File: src/rtl/uart_resp_pkg.sv
// Shared constants and types for the UART acknowledgement formatter.
// Frame length depends on UART_RESP_CRLF_EN (defined: CR LF appended).
package uart_resp_pkg;

    typedef enum logic [1:0] {
        IDLE  = 2'd0,
        START = 2'd1,
        WAIT  = 2'd2
    } state_t;

    localparam logic [7:0] TAG_C    = 8'h43;
    localparam logic [7:0] TAG_R    = 8'h52;
    localparam logic [7:0] TAG_M    = 8'h4D;
    localparam logic [7:0] ASCII_CR = 8'h0D;
    localparam logic [7:0] ASCII_LF = 8'h0A;

    // Pending-bit positions, also the service order (lowest index first).
    localparam int unsigned PEND_CLR  = 0;
    localparam int unsigned PEND_ENA  = 1;
    localparam int unsigned PEND_MODE = 2;

`ifdef UART_RESP_CRLF_EN
    localparam int unsigned FRAME_LEN = 5;
`else
    localparam int unsigned FRAME_LEN = 3;
`endif

    localparam logic [2:0] LAST_IDX = 3'(FRAME_LEN - 1);

endpackage

File: src/rtl/uart_response_nibble.sv
// Combinational 4-bit to uppercase hex ASCII converter.
module nibble_to_ascii (
    input  logic [3:0] nibble,
    output logic [7:0] ascii
);

    // 0-9 map onto '0'..'9', 10-15 onto 'A'..'F'.
    always_comb begin
        if (nibble < 4'd10) ascii = 8'h30 + {4'h0, nibble};
        else                ascii = 8'h37 + {4'h0, nibble};
    end

endmodule

File: src/rtl/uart_response.sv
// Formats one ASCII acknowledgement frame (tag, two hex digits of a status
// snapshot, optional CR LF when UART_RESP_CRLF_EN is defined) per command
// event and feeds it byte by byte to the UART TX handshake.
//
// state | meaning
// IDLE  | no frame active; picks the highest-priority pending command
// START | byte[idx] ready; pulses tx_start once the transmitter is free
// WAIT  | byte handed off; waits for tx_done to advance or finish
module uart_response
    import uart_resp_pkg::*;
(
    input  logic       clk,
    input  logic       rst,
    input  logic       cmd_enable,
    input  logic       cmd_mode,
    input  logic       cmd_clear,
    input  logic [7:0] status,
    input  logic       tx_busy,
    input  logic       tx_done,
    output logic       tx_start,
    output logic [7:0] tx_data,
    output logic       resp_busy,
    output logic       drop
);

    state_t     state;
    state_t     state_next;
    logic [2:0] pending;
    logic [2:0] idx;
    logic [7:0] snap;
    logic [7:0] tag;
    logic [2:0] ev;
    logic [2:0] sel;
    logic [7:0] sel_tag;
    logic       select;
    logic [2:0] clr_mask;
    logic [7:0] hex_hi;
    logic [7:0] hex_lo;
    logic [7:0] frame_byte;

    assign ev       = {cmd_mode, cmd_enable, cmd_clear};
    assign select   = (state == IDLE) && (pending != 3'b000);
    assign clr_mask = select ? sel : 3'b000;

    nibble_to_ascii u_hex_hi (.nibble(snap[7:4]), .ascii(hex_hi));
    nibble_to_ascii u_hex_lo (.nibble(snap[3:0]), .ascii(hex_lo));

    // Priority pick among pending commands: clear, then enable, then mode.
    always_comb begin
        sel     = 3'b000;
        sel_tag = TAG_C;
        if (pending[PEND_CLR]) begin
            sel[PEND_CLR] = 1'b1;
            sel_tag       = TAG_C;
        end else if (pending[PEND_ENA]) begin
            sel[PEND_ENA] = 1'b1;
            sel_tag       = TAG_R;
        end else if (pending[PEND_MODE]) begin
            sel[PEND_MODE] = 1'b1;
            sel_tag        = TAG_M;
        end
    end

    // State register.
    always_ff @(posedge clk or negedge rst) begin
        if (!rst) state <= IDLE;
        else      state <= state_next;
    end

    // Next-state logic; tx_done outside WAIT is ignored.
    always_comb begin
        state_next = state;
        case (state)
            IDLE:    if (pending != 3'b000) state_next = START;
            START:   if (!tx_busy) state_next = WAIT;
            WAIT:    if (tx_done) state_next = (idx == LAST_IDX) ? IDLE : START;
            default: state_next = IDLE;
        endcase
    end

    // Pending bits, drop flag, frame snapshot and byte index. A new event
    // wins over the clear issued by selection in the same cycle, so that
    // event gets its own frame and is not counted as a merge.
    always_ff @(posedge clk or negedge rst) begin
        if (!rst) begin
            pending <= 3'b000;
            drop    <= 1'b0;
            idx     <= 3'd0;
            snap    <= 8'h00;
            tag     <= 8'h00;
        end else begin
            pending <= (pending & ~clr_mask) | ev;
            drop    <= |(ev & pending & ~clr_mask);
            if (select) begin
                snap <= status;
                tag  <= sel_tag;
                idx  <= 3'd0;
            end else if (state == WAIT && tx_done && idx != LAST_IDX) begin
                idx <= idx + 3'd1;
            end
        end
    end

    // Byte selection for the current frame position.
    always_comb begin
        case (idx)
            3'd0:    frame_byte = tag;
            3'd1:    frame_byte = hex_hi;
            3'd2:    frame_byte = hex_lo;
`ifdef UART_RESP_CRLF_EN
            3'd3:    frame_byte = ASCII_CR;
            3'd4:    frame_byte = ASCII_LF;
`endif
            default: frame_byte = 8'h00;
        endcase
    end

    // Outputs; tx_data holds the byte from START through WAIT.
    always_comb begin
        tx_start  = (state == START) && !tx_busy;
        tx_data   = (state == IDLE) ? 8'h00 : frame_byte;
        resp_busy = (state != IDLE) || (pending != 3'b000);
    end

endmodule

File: config.mk
export PLATFORM = sky130hd
export DESIGN_NAME = uart_response
export DESIGN_NICKNAME = d
export VERILOG_FILES = /design/src/rtl/uart_resp_pkg.sv /design/src/rtl/uart_response_nibble.sv /design/src/rtl/uart_response.sv
export SDC_FILE = /design/constraint.sdc
export NUM_CORES = 1
export LEC_CHECK = 0
export ABC_AREA = 1
export CORE_MARGIN = 3
export CORE_UTILIZATION = 54
export CTS_BUF_LIST = sky130_fd_sc_hd__clkbuf_4 sky130_fd_sc_hd__clkbuf_8 sky130_fd_sc_hd__clkbuf_16
export CTS_CLUSTER_DIAMETER = 40
export CTS_CLUSTER_SIZE = 10
export DETAILED_ROUTE_END_ITERATION = 12
export GPL_TIMING_DRIVEN = 1
export HOLD_SLACK_MARGIN = 0.05
export PLACE_DENSITY = 0.8
export SLEW_MARGIN = 20
export SYNTH_ARGS = -nofsm -noshare
export SYNTH_HDL_FRONTEND = slang
export SYNTH_SLANG_ARGS = --single-unit
File: constraint.sdc
create_clock -name clk -period 3.3 [get_ports clk]
set_input_delay 0.66 -clock clk [delete_from_list [all_inputs] [get_ports clk]]
set_output_delay 0.66 -clock clk [all_outputs]
set_load 0.05 [all_outputs]
==> flow_summary.ini <==
[critical_path]
critical_path_required_ns = 2.64
endpoint_kind = output port
crit_path_max_fanout = 5
crit_path_start_kind = flop
crit_type = reg -> out
critPathArrivalTime_ns = 2.45

[placement]
port_buffers = 24
place_congestion = 0.790
dp_cells = 230
dpl.hpwl_um = 2170

[logic_synthesis]
yosysSeqAreaShare_pct = 42.1
avgSynthCellArea_um2 = 7.23
ys_ff_latch = 22
synth_fp_nets = 202
synth-edff-count = 0
ys_top_cells_by_area = dfrtp_1 (42%), nand2_1 (14%), nand3_1 (9.2%)
netlist_instances = 181
yosysUniqueCellTypes = 18
yosysMostFrequentCell = nand2_1
yosys.area.top_type = dfrtp_1
ys_async_sr_fraction_pct = 100
synth_commonest_cells = nand2_1 (50), inv_1 (30), nand3_1 (24), dfrtp_1 (22), nor2_1 (16)
synth.top_cell.area_share_pct = 42.1
synth_area_um2 = 1310
ys_warn_count = 0
ys.flop_type = dfrtp_1

[clock_network]
clk_latency_ns = 0.31
clk_pin_slew_worst_paths_ns = 0.12
cts.sinks = 22
cts_tree = built
cts_setup_buffers = 0
htree_levels = 1
ctsResizeCount = 0
root_buffer = clkbuf_4
hold_buffers = 0
cts_buffers = 3
cts.path.max_buffers = 2

[global_route]
grt_max_degree = 23
overflow = 0
grt_pass1_wl_um = 4780
grt_pass1_vias = 1090
grt_usage_pct = 19.2
antenna_found_initial = 0

[floorplanning]
dieArea_um2 = 3050
ios = 26
fp-row-count = 17
start_util_pct = 58.0
fp.dieW_um = 55.2
fp.dieH_um = 55.2
design.core.area_um2 = 2250

[power_and_ir_drop]
combPwrFrac_pct = 59.7
swShare_pct = 50.4
power_frac_seq_pct = 27.5
internal_power_mw = 0.792
vdd_ir_drop_max_mv = 0.610
power.density_nw_per_um2 = 995
p_total_mw = 1.60
p_leak_nw = 0.836
power.switching_mw = 0.806
clockPowerShare_pct = 12.8

[sta]
setup_tns_ns = 0
grt_setup_unrepaired = false
worstMarginPinSlew_ns = 0.979
period_share_pct = 94.2
clock_skew_ns = 0.00475
hold_violations = 0
max_slew_margin_pct = 34.5
min_period_ns = 3.11
setup_violations = 0
fmax_ghz = 0.322
hold_ws_ns = 0.479
slew_violations = 0

[run]
cap_violations = 0

[finish]
nets = 228
diodes = 0
final_cell_count_no_fill = 234
area_growth_syn_to_layout_pct = 22.8
drive_above_1_share_pct = 3.40

[drt]
wl_um = 2730
drc = 0
postRouteAntennaNets = 0
viasPerCell = 5.00
drtPass1Iterations = 4
num_vias = 1170
detail_route.wl_per_cell_um = 11.7
dr.first_iter.drc_count = 28

[worst_hold_path]
hold_path_class = reg -> reg

[outcome]
status = complete, no violations
-- through the flow --
stage	util [%]	worst slack, ns	area (um^2)
6_report	71.3	0.192	1610
5_1_grt	71.3	0.00466	1610
4_1_cts	71.3	0.170	1610
3_5_place_dp	68.9	0.548	1550
3_3_place_gp	68.9	0.632	1550
2_1_floorplan	-	1.01	1310
-- area by class of cell --
class / instances / area [um^2]
fill: 181 / 648
timing repair buffer: 24 / 240
tap: 28 / 35.0
clock inverter: 1 / 30.0
clock buffer: 3 / 22.5
multi-input combinational: 125 / 612
sequential: 22 / 551
inverter: 31 / 116
-- power by group through the flow --
stage / clock [mW] / combinational [mW] / sequential, mW
2_1_floorplan: 0 / 0.719 / 0.441
3_3_place_gp: 0 / 0.923 / 0.442
3_5_place_dp: 0 / 0.955 / 0.445
4_1_cts: 0.210 / 0.961 / 0.439
5_1_grt: 0.223 / 1.06 / 0.454
6_report: 0.205 / 0.955 / 0.439
-- registers in the layout (all words and copies together) (netlist names) --
name	count
tag	5
drop	1
snap	8
state	2
pending	3
idx	3
-- cells by family after synthesis --
family	count (synthesis)	synth area share [%]
other	1	0.287
AOI/OAI and AO/OA	23	9.46
buffers and inverters	34	11.2
and+or+nand+nor	95	31.3
adders and majority gates	6	5.74
DFF	22	42.1
-- cell usage in the layout (no fill, tap or decap) --
cell type        count
o21ai_0             14
o22ai_1              1
nor2_4               1
clkbuf_4             3
clkdlybuf4s50_1     24
o21bai_1             3
inv_2                1
ha_1                 6
or2_1                1
inv_1               30
nand4_1              2
nor2_1              16
dfrtp_1             22
nand2_4              1
a21oi_1              5
nand3_1             24
conb_1               1
nand2_1             50
bufinv_16            1
-- worst paths after layout --
check / slack, ns / startpoint / cells past startpoint / to
worst max-delay path: 0.19 / idx[0]$_DFFE_PN0P_ / 9 / tx_data[3]
worst min-delay path: 0.48 / tag[6]$_DFFE_PN0P_ / 1 / tag[6]$_DFFE_PN0P_
worst max register to register: 1.85 / idx[0]$_DFFE_PN0P_ / 8 / idx[2]$_DFFE_PN0P_
worst min register to register: 0.48 / tag[6]$_DFFE_PN0P_ / 1 / tag[6]$_DFFE_PN0P_
max in group asynchronous: 1.83 / rst / 1 / state[1]$_DFFE_PN0P_
min in group asynchronous: 0.87 / rst / 1 / snap[6]$_DFFE_PN0P_
-- critical path, cell delays in order, from the launching register on --
cell,delay (ns)
dfrtp_1,0.42
inv_1,0.12
ha_1,0.16
inv_1,0.04
nor2_1,0.22
nand2_1,0.12
o21ai_0,0.08
o21ai_0,0.12
inv_1,0.07
clkdlybuf4s50_1,0.79
-- metal layers --
layer,global-route usage [%],share of wire [%],up-vias
met5,0,0,-
met4,7.29,1.8,0
met3,3.04,3.8,5
met2,32.9,50,24
met1,24.1,45,524
li1,-,-,617
Power figures use the tool's default switching activity.
